$ cat src/rtl/id_ex_if.sv
// id_ex_if: decode, forwarding and control inputs plus ALU-facing outputs of the ID/EX stage
interface id_ex_if #(
    parameter int DW  = 16,
    parameter int RAW = 3,
    parameter int CW  = 16
);
    logic           id_valid;
    logic [RAW-1:0] id_rs;
    logic [RAW-1:0] id_rt;
    logic [RAW-1:0] id_rd;
    logic [DW-1:0]  id_rs_data;
    logic [DW-1:0]  id_rt_data;
    logic [DW-1:0]  id_imm;
    logic           id_use_imm;
    logic [3:0]     id_alu_ctrl;
    logic           id_reg_write;
    logic           id_mem_read;
    logic           id_mem_write;
    logic           exm_reg_write;
    logic [RAW-1:0] exm_rd;
    logic [DW-1:0]  exm_result;
    logic           mwb_reg_write;
    logic [RAW-1:0] mwb_rd;
    logic [DW-1:0]  mwb_result;
    logic           flush;
    logic           ex_hold;
    logic           id_stall;
    logic           ex_valid;
    logic [DW-1:0]  alu_a;
    logic [DW-1:0]  alu_b;
    logic [3:0]     alu_ctrl;
    logic [RAW-1:0] ex_rd;
    logic           ex_reg_write;
    logic           ex_mem_read;
    logic           ex_mem_write;
    logic [DW-1:0]  ex_store_data;
    logic [CW-1:0]  bubble_count;

    modport master (
        output id_valid, id_rs, id_rt, id_rd, id_rs_data, id_rt_data, id_imm, id_use_imm,
               id_alu_ctrl, id_reg_write, id_mem_read, id_mem_write,
               exm_reg_write, exm_rd, exm_result, mwb_reg_write, mwb_rd, mwb_result,
               flush, ex_hold,
        input  id_stall, ex_valid, alu_a, alu_b, alu_ctrl, ex_rd, ex_reg_write,
               ex_mem_read, ex_mem_write, ex_store_data, bubble_count
    );

    modport slave (
        input  id_valid, id_rs, id_rt, id_rd, id_rs_data, id_rt_data, id_imm, id_use_imm,
               id_alu_ctrl, id_reg_write, id_mem_read, id_mem_write,
               exm_reg_write, exm_rd, exm_result, mwb_reg_write, mwb_rd, mwb_result,
               flush, ex_hold,
        output id_stall, ex_valid, alu_a, alu_b, alu_ctrl, ex_rd, ex_reg_write,
               ex_mem_read, ex_mem_write, ex_store_data, bubble_count
    );
endinterface

$ cat src/rtl/id_ex_stage.sv
// id_ex_stage: ID/EX pipeline register with EX/MEM and MEM/WB forwarding, load-use bubbles, flush and hold
module id_ex_stage #(
    parameter int DW  = 16,
    parameter int RAW = 3,
    parameter int CW  = 16
) (
    input logic    clk,
    input logic    rst_n,
    id_ex_if.slave bus
);
    logic           r_valid;
    logic [RAW-1:0] r_rs;
    logic [RAW-1:0] r_rt;
    logic [RAW-1:0] r_rd;
    logic [DW-1:0]  r_rs_data;
    logic [DW-1:0]  r_rt_data;
    logic [DW-1:0]  r_imm;
    logic           r_use_imm;
    logic [3:0]     r_alu_ctrl;
    logic           r_reg_write;
    logic           r_mem_read;
    logic           r_mem_write;
    logic [CW-1:0]  r_bubble;
    logic           w_hazard;
    logic [DW-1:0]  w_fwd_rs;
    logic [DW-1:0]  w_fwd_rt;

    // a load in EX whose destination is read by the instruction in decode must wait one cycle
    always_comb begin
        w_hazard = r_valid & r_mem_read & (r_rd != '0) & bus.id_valid &
                   ((bus.id_rs == r_rd) | ((~bus.id_use_imm | bus.id_mem_write) & (bus.id_rt == r_rd)));
    end

    // forward the youngest in-flight result; register 0 is hard-wired to zero
    always_comb begin
        w_fwd_rs = (r_rs == '0) ? '0 :
                   (bus.exm_reg_write && bus.exm_rd == r_rs) ? bus.exm_result :
                   (bus.mwb_reg_write && bus.mwb_rd == r_rs) ? bus.mwb_result : r_rs_data;
        w_fwd_rt = (r_rt == '0) ? '0 :
                   (bus.exm_reg_write && bus.exm_rd == r_rt) ? bus.exm_result :
                   (bus.mwb_reg_write && bus.mwb_rd == r_rt) ? bus.mwb_result : r_rt_data;
    end

    // flush beats hold, hold beats bubble insertion, otherwise capture the decoded instruction
    always_ff @(posedge clk or negedge rst_n) begin
        if (!rst_n) begin
            r_valid     <= 1'b0;
            r_rs        <= '0;
            r_rt        <= '0;
            r_rd        <= '0;
            r_rs_data   <= '0;
            r_rt_data   <= '0;
            r_imm       <= '0;
            r_use_imm   <= 1'b0;
            r_alu_ctrl  <= '0;
            r_reg_write <= 1'b0;
            r_mem_read  <= 1'b0;
            r_mem_write <= 1'b0;
            r_bubble    <= '0;
        end else if (bus.flush) begin
            r_valid <= 1'b0;
        end else if (!bus.ex_hold) begin
            if (w_hazard) begin
                r_valid  <= 1'b0;
                r_bubble <= r_bubble + {{(CW-1){1'b0}}, ~&r_bubble};
            end else begin
                r_valid     <= bus.id_valid;
                r_rs        <= bus.id_rs;
                r_rt        <= bus.id_rt;
                r_rd        <= bus.id_rd;
                r_rs_data   <= bus.id_rs_data;
                r_rt_data   <= bus.id_rt_data;
                r_imm       <= bus.id_imm;
                r_use_imm   <= bus.id_use_imm;
                r_alu_ctrl  <= bus.id_alu_ctrl;
                r_reg_write <= bus.id_reg_write;
                r_mem_read  <= bus.id_mem_read;
                r_mem_write <= bus.id_mem_write;
            end
        end
    end

    assign bus.id_stall      = ~bus.flush & (bus.ex_hold | w_hazard);
    assign bus.ex_valid      = r_valid;
    assign bus.alu_a         = w_fwd_rs;
    assign bus.alu_b         = r_use_imm ? r_imm : w_fwd_rt;
    assign bus.alu_ctrl      = r_valid ? r_alu_ctrl : 4'hF;
    assign bus.ex_rd         = r_rd;
    assign bus.ex_reg_write  = r_valid & r_reg_write;
    assign bus.ex_mem_read   = r_valid & r_mem_read;
    assign bus.ex_mem_write  = r_valid & r_mem_write;
    assign bus.ex_store_data = w_fwd_rt;
    assign bus.bubble_count  = r_bubble;
endmodule

$ cat src/flat_wrapper.sv
// flat-port wrapper written by rule: the top's interface ports become plain ports
module id_ex_stage_flat 
#(
    parameter int DW  = 16,
    parameter int RAW = 3,
    parameter int CW  = 16
)
  (clk, rst_n, bus_id_valid, bus_id_rs, bus_id_rt, bus_id_rd, bus_id_rs_data, bus_id_rt_data, bus_id_imm, bus_id_use_imm, bus_id_alu_ctrl, bus_id_reg_write, bus_id_mem_read, bus_id_mem_write, bus_exm_reg_write, bus_exm_rd, bus_exm_result, bus_mwb_reg_write, bus_mwb_rd, bus_mwb_result, bus_flush, bus_ex_hold, bus_id_stall, bus_ex_valid, bus_alu_a, bus_alu_b, bus_alu_ctrl, bus_ex_rd, bus_ex_reg_write, bus_ex_mem_read, bus_ex_mem_write, bus_ex_store_data, bus_bubble_count);
  id_ex_if #(.DW(DW), .RAW(RAW), .CW(CW)) bus_i ();
  input logic clk;
  input logic rst_n;
  input wire logic [$bits(bus_i.id_valid)-1:0] bus_id_valid;
  input wire logic [$bits(bus_i.id_rs)-1:0] bus_id_rs;
  input wire logic [$bits(bus_i.id_rt)-1:0] bus_id_rt;
  input wire logic [$bits(bus_i.id_rd)-1:0] bus_id_rd;
  input wire logic [$bits(bus_i.id_rs_data)-1:0] bus_id_rs_data;
  input wire logic [$bits(bus_i.id_rt_data)-1:0] bus_id_rt_data;
  input wire logic [$bits(bus_i.id_imm)-1:0] bus_id_imm;
  input wire logic [$bits(bus_i.id_use_imm)-1:0] bus_id_use_imm;
  input wire logic [$bits(bus_i.id_alu_ctrl)-1:0] bus_id_alu_ctrl;
  input wire logic [$bits(bus_i.id_reg_write)-1:0] bus_id_reg_write;
  input wire logic [$bits(bus_i.id_mem_read)-1:0] bus_id_mem_read;
  input wire logic [$bits(bus_i.id_mem_write)-1:0] bus_id_mem_write;
  input wire logic [$bits(bus_i.exm_reg_write)-1:0] bus_exm_reg_write;
  input wire logic [$bits(bus_i.exm_rd)-1:0] bus_exm_rd;
  input wire logic [$bits(bus_i.exm_result)-1:0] bus_exm_result;
  input wire logic [$bits(bus_i.mwb_reg_write)-1:0] bus_mwb_reg_write;
  input wire logic [$bits(bus_i.mwb_rd)-1:0] bus_mwb_rd;
  input wire logic [$bits(bus_i.mwb_result)-1:0] bus_mwb_result;
  input wire logic [$bits(bus_i.flush)-1:0] bus_flush;
  input wire logic [$bits(bus_i.ex_hold)-1:0] bus_ex_hold;
  output wire logic [$bits(bus_i.id_stall)-1:0] bus_id_stall;
  output wire logic [$bits(bus_i.ex_valid)-1:0] bus_ex_valid;
  output wire logic [$bits(bus_i.alu_a)-1:0] bus_alu_a;
  output wire logic [$bits(bus_i.alu_b)-1:0] bus_alu_b;
  output wire logic [$bits(bus_i.alu_ctrl)-1:0] bus_alu_ctrl;
  output wire logic [$bits(bus_i.ex_rd)-1:0] bus_ex_rd;
  output wire logic [$bits(bus_i.ex_reg_write)-1:0] bus_ex_reg_write;
  output wire logic [$bits(bus_i.ex_mem_read)-1:0] bus_ex_mem_read;
  output wire logic [$bits(bus_i.ex_mem_write)-1:0] bus_ex_mem_write;
  output wire logic [$bits(bus_i.ex_store_data)-1:0] bus_ex_store_data;
  output wire logic [$bits(bus_i.bubble_count)-1:0] bus_bubble_count;
  assign bus_i.id_valid = bus_id_valid;
  assign bus_i.id_rs = bus_id_rs;
  assign bus_i.id_rt = bus_id_rt;
  assign bus_i.id_rd = bus_id_rd;
  assign bus_i.id_rs_data = bus_id_rs_data;
  assign bus_i.id_rt_data = bus_id_rt_data;
  assign bus_i.id_imm = bus_id_imm;
  assign bus_i.id_use_imm = bus_id_use_imm;
  assign bus_i.id_alu_ctrl = bus_id_alu_ctrl;
  assign bus_i.id_reg_write = bus_id_reg_write;
  assign bus_i.id_mem_read = bus_id_mem_read;
  assign bus_i.id_mem_write = bus_id_mem_write;
  assign bus_i.exm_reg_write = bus_exm_reg_write;
  assign bus_i.exm_rd = bus_exm_rd;
  assign bus_i.exm_result = bus_exm_result;
  assign bus_i.mwb_reg_write = bus_mwb_reg_write;
  assign bus_i.mwb_rd = bus_mwb_rd;
  assign bus_i.mwb_result = bus_mwb_result;
  assign bus_i.flush = bus_flush;
  assign bus_i.ex_hold = bus_ex_hold;
  assign bus_id_stall = bus_i.id_stall;
  assign bus_ex_valid = bus_i.ex_valid;
  assign bus_alu_a = bus_i.alu_a;
  assign bus_alu_b = bus_i.alu_b;
  assign bus_alu_ctrl = bus_i.alu_ctrl;
  assign bus_ex_rd = bus_i.ex_rd;
  assign bus_ex_reg_write = bus_i.ex_reg_write;
  assign bus_ex_mem_read = bus_i.ex_mem_read;
  assign bus_ex_mem_write = bus_i.ex_mem_write;
  assign bus_ex_store_data = bus_i.ex_store_data;
  assign bus_bubble_count = bus_i.bubble_count;
  id_ex_stage #(.DW(DW), .RAW(RAW), .CW(CW)) u_core (.clk(clk), .rst_n(rst_n), .bus(bus_i));
endmodule
$ cat config.mk
export PLATFORM = sky130hd
export DESIGN_NAME = id_ex_stage_flat
export DESIGN_NICKNAME = d
export VERILOG_FILES = /design/src/rtl/id_ex_if.sv /design/src/rtl/id_ex_stage.sv /design/src/flat_wrapper.sv
export SDC_FILE = /design/constraint.sdc
export NUM_CORES = 1
export LEC_CHECK = 0
export BUFFER_PORTS_ARGS = -buffer_cell sky130_fd_sc_hd__buf_4
export CAP_MARGIN = 5
export CORE_MARGIN = 1
export CORE_UTILIZATION = 40
export DETAILED_ROUTE_END_ITERATION = 7
export PLACE_DENSITY_LB_ADDON = 0.3
export SLEW_MARGIN = 40
export SYNTH_ARGS = -nofsm -noshare
export SYNTH_HDL_FRONTEND = slang
export SYNTH_SLANG_ARGS = --single-unit
$ cat constraint.sdc
create_clock -name clk -period 2.05 [get_ports clk]
set_clock_uncertainty 0.05 [all_clocks]
set_input_delay 0.41 -clock clk [delete_from_list [all_inputs] [get_ports clk]]
set_output_delay 0.41 -clock clk [all_outputs]
set_load 0.05 [all_outputs]
# After elaboration in Yosys (flattened, before gate mapping)
# Cells that the tools add are included.
[totals] register_bits=82 output_inout_bits=76 elab_cells=58
[classes] addsub=1 eq_ne=7 muxes=11 bitwise_logic=15 n_reduce_logical=11
[ops] cell="$mux W16" n=7
[ops] cell="$eq A3 B3 Y1" n=6
[ops] cell="$add A16 B1 Y16" n=1
[ops] cell="$reduce_and A16 Y1" n=1
[ops] cell="$and A1 B1 Y1" n=8
[ops] cell="$logic_not A3 Y1" n=2
[ops] cell="$reduce_and A3 Y1" n=2
[ops] cell="$logic_and A1 B1 Y1" n=4
[ops] cell="$mux W4" n=1
[ops] cell="$not A1 Y1" n=4
[ops] cell="$mux W1" n=3
[ops] cell="$or A1 B1 Y1" n=3
[ops] cell="$reduce_bool A3 Y1" n=1
[ops] cell="$ne A2 B2 Y1 const B" n=1
[ops] cell="$logic_not A1 Y1" n=1

# Logic depth before layout (Yosys ltp)
# Gate-level depths: netlist of run 1.
[logic_depth] word_depth=8 mapped_depth=9 depth_no_buf=9

# Worst setup path before layout of run 1
# No wires, ideal clock.
[synth_path] path_type="input port to output port" startpoint="input bus_mwb_rd[0]" endpoint="output bus_alu_b[10]" t_arrival_ns=2.969 path_slack_ns=-1.379 cell_stages=6 n_path_buf=1 cell_sequence="xnor2_1 -> nand4_4 -> buf_6 -> mux2i_1 -> a211oi_1 -> mux2_2"
[synth_between] elab_chain_cells=6
[synth_lines] element="start: declaration" line="flat_wrapper.sv:28" text="input wire logic [$bits(bus_i.mwb_rd)-1:0] bus_mwb_rd;"
[synth_lines] element="$eq A3 B3 Y1" line="id_ex_stage.sv:41" text="(bus.mwb_reg_write && bus.mwb_rd == r_rt) ? bus.mwb_result : r_rt_data;"
[synth_lines] element="$logic_and A1 B1 Y1" line="id_ex_stage.sv:41"
[synth_lines] element="$mux W16" line="id_ex_stage.sv:41"
[synth_lines] element="$mux W16" line="id_ex_stage.sv:40" text="(bus.exm_reg_write && bus.exm_rd == r_rt) ? bus.exm_result :"
[synth_lines] element="$mux W16" line="id_ex_stage.sv:39" text="w_fwd_rt = (r_rt == '0) ? '0 :"
[synth_lines] element="named net bus_ex_store_data[10]" line="flat_wrapper.sv:41" text="output wire logic [$bits(bus_i.ex_store_data)-1:0] bus_ex_store_data;"
[synth_lines] element="$mux W16" line="id_ex_stage.sv:86" text="assign bus.alu_b = r_use_imm ? r_imm : w_fwd_rt;"
[synth_lines] element="end: declaration" line="flat_wrapper.sv:35" text="output wire logic [$bits(bus_i.alu_b)-1:0] bus_alu_b;"
# The timed path passes the listed nets, and every way through them passes these cells.

# Worst setup path after layout of run 1
[layout_path] startpoint="register u_core.r_rt[2]" endpoint="output bus_alu_b[11]"
[layout_between] elab_chain_cells=6
[layout_lines] element="start: declaration" line="id_ex_stage.sv:13" text="logic [RAW-1:0] r_rt;"
[layout_lines] element="start signal: assignment" line="id_ex_stage.sv:69" text="r_rt <= bus.id_rt;"
[layout_lines] element="$eq A3 B3 Y1" line="id_ex_stage.sv:41"
[layout_lines] element="$logic_and A1 B1 Y1" line="id_ex_stage.sv:41"
[layout_lines] element="$mux W16" line="id_ex_stage.sv:41"
[layout_lines] element="$mux W16" line="id_ex_stage.sv:40"
[layout_lines] element="$mux W16 (*)" line="id_ex_stage.sv:39"
[layout_lines] element="$mux W16 (*)" line="id_ex_stage.sv:86"
# Mark *: on every way between the ends. The rest lies on a longest branch, timed or not.

==> results_dict.tcl, run 1 <==
set metrics [dict create \
    antenna_left 0 \
    dp_hpwl_um 10100 \
    grtUsageMet3 0.0506 \
    grt_pass1_wl_um 22200 \
    remaining_drc_errors 0 \
    coreArea_mm2 0.0114 \
    startpoint_type "flip-flop" \
    rsz0062_at_grt "true" \
    synth_top_cell_by_area "dfrtp_1" \
    relSlewSlack 0.611 \
    grt_pass1_vias 4130 \
    layout.cells.most_common "buf_4" \
    grt_usage 0.252 \
    wire_per_inst_um 20.7 \
    ys_ff_latch 82 \
    clk_path_buf_depth 2 \
    reg2reg_depth 7 \
    die_h_um 110 \
    met1_usage 0.323 \
    vias 4010 \
    drv_slew 0 \
    post-route-period-util 1.32 \
    status "complete, but fails checks" \
    clk_pin_slew_worst_paths_ps 60 \
    maxCapViolCount 0 \
    portBuffers 185 \
    drt_iter0_markers 164 \
    placed_area_mm2 0.00712 \
    synthesis.nets 483 \
    diodes 0 \
    rows 39 \
    antenna_found_initial 0 \
    required_ps 1590 \
    gp_congestion 0.836 \
    cp_max_fo 16 \
    overflow 0 \
    postCtsHoldBufs 0 \
    crit_arrival_ps 2240 \
    dieArea_mm2 0.0122 \
    power.leakage_nw 3.97 \
    stdcell_area_mm2 0.00853 \
    cp-end-kind "output port" \
    wl_um 15900 \
    num-nets-final 735 \
    insertion_delay_ps 340 \
    power_density_mw_per_mm2 873 \
    cts_tree "built" \
    finalPower_mw 7.45 \
    r2r-end "u_core.r_rs_data[0]" \
    setup_viol 49 \
    drtPass1Iterations 4 \
    vias_per_cell 5.20 \
    hp-class "in2async" \
    synth_top_cells_by_area "dfrtp_1, mux2_4, mux2_2" \
    initial_core_util 0.411 \
    final_core_util 0.747 \
    place_ws_ps -393 \
    worstSetupPathType "reg2out" \
    cts_buffers 9 \
    avgSynthCellArea_um2 12.6 \
    syn-instance-count 371 \
    violations "negative setup slack" \
    reg2reg_from "u_core.bus.ex_rd[2]" \
    tns_ps -22880 \
    tightest_slew_ps 584 \
    die_w_um 110 \
    drive_gt1_frac 0.777 \
    grt_busiest_layer "met2" \
    vdd.ir_drop.worst_v 0.000782 \
    synth_area_mm2 0.00469 \
    synth_cell_types 32 \
    yosysTopAreaCellShare 0.438 \
    clock_sinks 82 \
    synth_seq_area_share 0.438 \
    pin_count 186 \
    final_hold_viol_count 0 \
    layout_common_cells "buf_4, mux2_4, dfrtp_1, buf_6, a211oi_4" \
    min_period_ps 2700 \
    area_delta_synth_final_pct 82.0 \
    cts-htree-levels 3 \
    grt_start_max_net_pins 43 \
    layout_setup_ws_ps -648 \
    r2r_slack_ps 40 \
    grtUsageMet2 0.413 \
    clockRootBuffer "clkbuf_16" \
    ys.warnings.count 0 \
    max_freq_mhz 371 \
]
[cell usage after synthesis (all sizes together)]
master	number
and4	1
a211oi	32
and3	8
xor2	1
a2111oi	2
ha	2
nor2	33
a21oi	2
o2111ai	1
clkbuf	9
nand3	9
buf	12
or2b	1
nor3	2
nand2	5
inv	3
nand2b	3
mux2	83
nand4	11
o311ai	1
mux2i	32
xnor2	31
and2	4
dfrtp	82
a21o	1
[registers in the layout, indices dropped and copies added, names as in the netlist, 3 cells and up]
| signal | count |
|---|---|
| u_core.r_rt | 3 |
| u_core.r_rs | 3 |
| u_core.r_alu_ctrl | 4 |
| u_core.r_imm | 16 |
| u_core.r_rs_data | 16 |
| u_core.bus.bubble_count | 16 |
| u_core.r_rt_data | 16 |
| u_core.bus.ex_rd | 3 |
[worst max-delay path by stage]
stage,startpoint,endpoint,slack (ps)
floorplan,u_core.r_rt[1],bus_alu_b[11],-510
global placement,bus_mwb_rd[1],bus_alu_b[2],-340
detailed placement,bus_mwb_rd[2],bus_alu_b[2],-390
CTS,u_core.r_rt[2],bus_alu_b[8],-580
global route,u_core.r_rt[2],bus_alu_b[11],-700
finish,u_core.r_rt[2],bus_alu_b[11],-650
[stage by stage]
step | cells | hold slack [ps]
finish | 771 | 2.86
global route | 771 | 58.4
CTS | 753 | 23.2
detailed placement | 719 | 394
global placement | 719 | 396
floorplan | 371 | 64.4
[kinds of logic (layout without fill, tap and decap cells)]
logic type / after synthesis / count (layout) / share of synthesized area
and+or+nand+nor: 77 / 78 / 0.0835
adders and majority gates: 2 / 2 / 0.00534
DFF: 82 / 82 / 0.438
buffers and inverters: 24 / 280 / 0.0334
xor gates and xnor gates: 32 / 32 / 0.0614
muxes: 115 / 115 / 0.308
AOI/OAI and AO/OA: 39 / 39 / 0.0710
[routing by layer]
metal / up-vias / part of all wire
met3: 18 / 0.053
li1: 1830 / -
met2: 124 / 0.53
met5: - / 0
met4: 0 / 0.016
met1: 2038 / 0.40
[critical path, cell delays in order, from the launching register on]
cell and delay (ps):
dfrtp_2 450, xnor2_1 210, nand4_1 180, buf_4 190, buf_12 170, nor2_4 170, a211oi_4 50, mux2_4 290
buf_6 150
[repair_timing]
action | CTS | global route
setup endpoints to repair | 50 | 106
cloned | 5 | 7
pin swaps | 22 | 40
resized for setup | 77 | 87
setup buffers | 13 | 12
[final cells by class]
type | count | area [µm²]
sequential | 82 | 2070
tap | 143 | 179
inverter | 3 | 11.3
fill | 732 | 2890
multi-input combinational | 266 | 3430
timing repair buffer | 261 | 2530
clock inverter | 5 | 80.1
clock buffer | 11 | 233
[power by group]
group | internal, mW | total (mW) | switching (mW)
clock | 1.07 | 1.74 | 0.674
sequential | 1.82 | 1.98 | 0.166
combinational | 1.77 | 3.73 | 1.96
total | 4.65 | 7.45 | 2.80
(Power assumes the default switching activity.)
==> inputs of run 2 (changes only) <==
Settings changed: CELL_PAD_IN_SITES_DETAIL_PLACEMENT set to 0, CELL_PAD_IN_SITES_GLOBAL_PLACEMENT set to 1, CORE_UTILIZATION 40 to 34, SETUP_SLACK_MARGIN set to 0.2.
==> run 2 against run 1 <==
  * The flow still finishes with violations (negative setup slack)
  * Global-route usage decreased by 2.9 points
  * Total power is 0.29% lower
  * Critical path depth did not move
  * Sequential power hardly changed
  * Non-clock buffer count up 9
  * Combinational power is 1% higher
  * Flip-flop and latch count unchanged
  * Hold slack improved by 240 ps
  * Final area up 3.1%
  * Die area up 17%
==> results_dict.tcl, run 2 (synthesis gave the netlist of run 1 again) <==
set metrics [dict create \
    status "complete, but fails checks" \
    violations "negative setup slack" \
    vdd.ir_drop.worst_v 0.000515 \
    diodes 0 \
    grt_busiest_layer "met2" \
    cp_max_fo 14 \
    cp_common_cell "buf_12" \
    grt_pass1_wl_um 23900 \
    tns_ps -21590 \
    tightest_slew_ps 463 \
    required_ps 1590 \
    remaining_drc_errors 0 \
    stdcell_area_mm2 0.00880 \
    clockRootBuffer "clkbuf_16" \
    layout_setup_ws_ps -571 \
    wl_um 15800 \
    crit_chain "xnor2_2 -> nand4_1 -> buf_6 -> buf_12 -> buf_12 -> a211oi_4 -> mux2_4 -> buf_8" \
    clock_sinks 82 \
    die_w_um 119 \
    pin_count 186 \
    layout_common_cells "buf_4, mux2_4, dfrtp_1, buf_6, a211oi_4" \
    finalPower_mw 7.43 \
    rsz0062_at_grt "true" \
    cts_buffers 9 \
    power.leakage_nw 4.18 \
    clk_path_buf_depth 2 \
    initial_core_util 0.351 \
    antenna_found_initial 0 \
    place_ws_ps -301 \
    power_density_mw_per_mm2 845 \
    layout.cells.most_common "buf_4" \
    maxCapViolCount 0 \
    final_hold_viol_count 0 \
    relSlewSlack 0.691 \
    die_h_um 119 \
    grtUsageMet2 0.390 \
    vias_per_cell 4.86 \
    drtPass1Iterations 4 \
    worstSetupPathType "reg2out" \
    drt_iter0_markers 99 \
    dp_hpwl_um 10600 \
    drv_slew 0 \
    crit_arrival_ps 2160 \
    cpMaxStageDelayCell "dfrtp_2" \
    drive_gt1_frac 0.761 \
    hp-class "in2reg" \
    min_period_ps 2620 \
    reg2reg_from "u_core.bus.ex_rd[2]" \
    cts_tree "built" \
    crit_path_max_incr_delay_ps 450 \
    cp-startpoint "u_core.r_rt[2]" \
    rows 42 \
    coreArea_mm2 0.0133 \
    startpoint_type "flip-flop" \
    grt_usage 0.224 \
    overflow 0 \
    cp-end-kind "output port" \
    gp_congestion 0.791 \
    dieArea_mm2 0.0143 \
    placed_area_mm2 0.00740 \
    antenna_left 0 \
    portBuffers 185 \
    insertion_delay_ps 340 \
    hp-start "bus_id_rt_data[12]" \
    setup_viol 62 \
    grtUsageMet3 0.0493 \
    vias 3945 \
    cts-htree-levels 3 \
    grt_pass1_vias 4211 \
    grt_start_max_net_pins 39 \
    num-nets-final 743 \
    max_freq_mhz 382 \
    clk_pin_slew_worst_paths_ps 60 \
    wire_per_inst_um 19.4 \
    post-route-period-util 1.28 \
    met1_usage 0.272 \
    area_delta_synth_final_pct 87.6 \
]
==> run 2: changes by cell type in the layout (fill, tap and decap cells not counted), sizes merged <==
cell	delta
buf	+9
nand2	-1
bufinv	-1
dlygate4sd3	+1
==> run 2: final cells by class <==
cell class | count | area, µm²
Timing Repair Buffer | 270 | 2740
Tap cell | 176 | 220
Fill cell | 1017 | 4550
Inverter | 3 | 11.3
Clock buffer | 12 | 256
Sequential cell | 82 | 2080
Multi-Input combinational cell | 265 | 3440
Clock inverter | 4 | 50.0
==> run 2: routing by layer <==
metal / vias up / routed length (µm)
met4: 0 / 267
li1: 1853 / -
met1: 1958 / 6440
met2: 115 / 8270
met5: - / 0
met3: 19 / 771
==> run 2: path summary, 6_finish.rpt <==
| path | depth (start not counted) | end | slack, ps |
|---|---|---|---|
| worst max-delay path | 8 | bus_alu_b[10] | -570 |
| worst min-delay path | 2 | u_core.r_rt_data[12] | 250 |
| worst max register to register | 8 | u_core.bus.bubble_count[0] | -20 |
| worst min register to register | 1 | u_core.bus.bubble_count[14] | 440 |
| max in group asynchronous | 3 | u_core.r_imm[9] | 840 |
| min in group asynchronous | 2 | u_core.r_mem_write | 540 |
==> run 2: repair_timing <==
item / in CTS / in global routing
setup endpoints to repair: 129 / 130
buffers inserted: 15 / 6
resized for setup: 101 / 46
hold buffers: 1 / 0
pin swaps: 14 / 28
cloned: 7 / 4
endpoints found under the hold margin: 32 / 0
==> run 2: report_power, final <==
part | internal (mW) | switching, mW
sequential | 1.82 | 0.166
combinational | 1.84 | 1.94
clock | 1.01 | 0.660
total | 4.67 | 2.76
==> run 2: critical path: cells and delay by family (launching register included) <==
kind,cells,cell delay (ps)
AOI/OAI and AO/OA,1,260
xor gates and xnor gates,1,190
buffers and inverters,4,570
DFF,1,450
muxes,1,200
and+or+nand+nor,1,130
==> run 2: metrics by stage <==
stage	hold WS, ps	std cells	utilization
2_1_floorplan	64.4	371	-
3_3_place_gp	347	763	0.555
3_5_place_dp	347	763	0.555
4_1_cts	224	802	0.633
5_1_grt	230	812	0.659
6_report	246	812	0.659
==> inputs of run 3 (changes only) <==
Settings changed: CORE_ASPECT_RATIO set to 1.75.
==> run 3 against run 2 <==
  * The run still ends with negative setup slack left
  * Final cell count fell by 0.49%
  * Die area rose by 0.13%
  * Sequential power about the same
  * Clock-buffer cell count down 1
==> results_dict.tcl, run 3 (synthesis gave the netlist of run 1 again) <==
set metrics [dict create \
    status "complete, but fails checks" \
    violations "negative setup slack" \
    antenna_found_initial 0 \
    antenna_left 0 \
    overflow 0 \
    power_frac_comb 0.506 \
    crit_path_max_incr_delay_ps 450 \
    power_density_mw_per_mm2 843 \
    layout_common_cells "buf_4, mux2_4, dfrtp_1, buf_6, a211oi_4" \
    clk_path_buf_depth 2 \
    grt_start_max_net_pins 46 \
    cp-end-kind "output port" \
    drive_gt1_frac 0.752 \
    min_period_ps 2620 \
    r2r-end "u_core.bus.bubble_count[12]" \
    tightest_slew_ps 436 \
    setup_viol 70 \
    holdPathEnd "u_core.bus.ex_valid" \
    dp_hpwl_um 11000 \
    worstSetupPathType "reg2out" \
    seqPwrFrac 0.272 \
    vdd.ir_drop.worst_v 0.000384 \
    drtPass1Iterations 4 \
    cts-htree-levels 3 \
    reg2reg_depth 8 \
    diodes 0 \
    switching_power_mw 2.73 \
    grt_usage 0.231 \
    clk_pin_slew_worst_paths_ps 60 \
    cp_max_fo 16 \
    crit_chain "xnor2_2 -> nand4_4 -> buf_12 -> mux2i_2 -> a211oi_4 -> mux2_4 -> buf_8" \
    dpl.cell_count 759 \
    insertion_delay_ps 330 \
    relSlewSlack 0.709 \
    reg2reg_from "u_core.bus.ex_rd[2]" \
    internal-power_mw 4.56 \
    num-nets-final 741 \
    grt_pass1_vias 4578 \
    crit_arrival_ps 2160 \
    swShare 0.374 \
    wire_per_inst_um 19.6 \
    die_w_um 90.8 \
    final_cells 808 \
    cts_tree "built" \
    tns_ps -21280 \
    startpoint_type "flip-flop" \
    vias 4043 \
    maxCapViolCount 0 \
    die_h_um 157 \
    r2r_slack_ps -120 \
    area_delta_synth_final_pct 84.3 \
    remaining_drc_errors 0 \
    grt_pass1_wl_um 25000 \
    power.leakage_nw 4.15 \
    post-route-period-util 1.28 \
    drt_iter0_markers 114 \
    min_delay_path_depth 2 \
    power.share.clock 0.222 \
    layout.cells.most_common "buf_4" \
    dieArea_mm2 0.0143 \
    gp_congestion 0.849 \
    layout_setup_ws_ps -566 \
    cpMaxStageDelayCell "dfrtp_2" \
    hp-class "in2reg" \
    drv_slew 0 \
    rsz0062_at_grt "true" \
    pin_count 186 \
    vias_per_cell 5.00 \
    cts_buffers 9 \
    max_freq_mhz 382 \
    clock_sinks 82 \
    hp-start "bus_flush" \
    coreArea_mm2 0.0135 \
    rows 56 \
    final_hold_viol_count 0 \
    portBuffers 185 \
    clockRootBuffer "clkbuf_16" \
    initial_core_util 0.348 \
    required_ps 1590 \
    wl_um 15900 \
]
run 3: what timing repair did:
| action | in CTS | in global routing |
|---|---|---|
| pin swaps | 12 | 14 |
| cloned | 8 | 0 |
| hold buffers | 1 | 0 |
| hold endpoints to repair | 5 | 0 |
| buffers inserted | 21 | 3 |
| gates resized for setup | 96 | 32 |
| endpoints found under the setup margin | 129 | 130 |
run 3: layout make-up:
| cell class | count | area, µm² |
|---|---|---|
| well taps | 174 | 218 |
| clock inverters | 5 | 53.8 |
| flip-flops and latches | 82 | 2080 |
| inverters | 3 | 11.3 |
| fillers | 1056 | 4810 |
| multi-input cells | 265 | 3380 |
| repair buffers | 268 | 2660 |
| clock buffers | 11 | 243 |
run 3: how the worst max path moves through the flow:
stage                    from       endpoint  slack, ps  cells after the start
6_report       u_core.r_rt[1]  bus_alu_b[12]       -570                      7
5_1_grt        u_core.r_rt[1]  bus_alu_b[14]       -630                      7
4_1_cts        u_core.r_rt[1]  bus_alu_b[11]       -550                      7
3_5_place_dp    bus_mwb_rd[1]  bus_alu_b[15]       -360                      8
3_3_place_gp    bus_mwb_rd[1]  bus_alu_b[10]       -300                      8
2_1_floorplan  u_core.r_rt[1]  bus_alu_b[11]       -510                      6
run 3: power by group through the flow:
stage               sequential [mW]  combinational (mW)  clock (mW)
detailed placement             1.98                3.22           0
floorplan                      2.01                2.23           0
CTS                            1.96                3.63        1.67
global placement               1.97                3.19           0
finish                         1.98                3.69        1.62
global route                   2.00                3.83        1.74
run 3: through the flow:
step	hold slack (ps)	instance area, µm²	util	worst slack, ps	power (mW)
2_1_floorplan	64.4	5460	-	-514	4.23
4_1_cts	235	8480	0.630	-546	7.26
5_1_grt	243	8640	0.642	-625	7.58
3_5_place_dp	184	7390	0.549	-361	5.21
3_3_place_gp	185	7390	0.549	-296	5.17
6_report	245	8640	0.642	-566	7.29
run 3: critical path: cells and delay by family (launching register included):
kind,cells,cell delay (ps)
AND/OR/NAND/NOR,1,130
XOR/XNOR,1,240
AO/OA/AOI/OAI,1,280
buffers and inverters,2,330
flip-flops,1,450
multiplexers,2,380
run 3: routing by layer:
metal	global-route usage	up-vias	share of wire
met1	0.245	2021	0.36
met5	0	-	0
met2	0.448	140	0.57
met3	0.0425	33	0.044
li1	-	1849	-
met4	0.0845	0	0.027
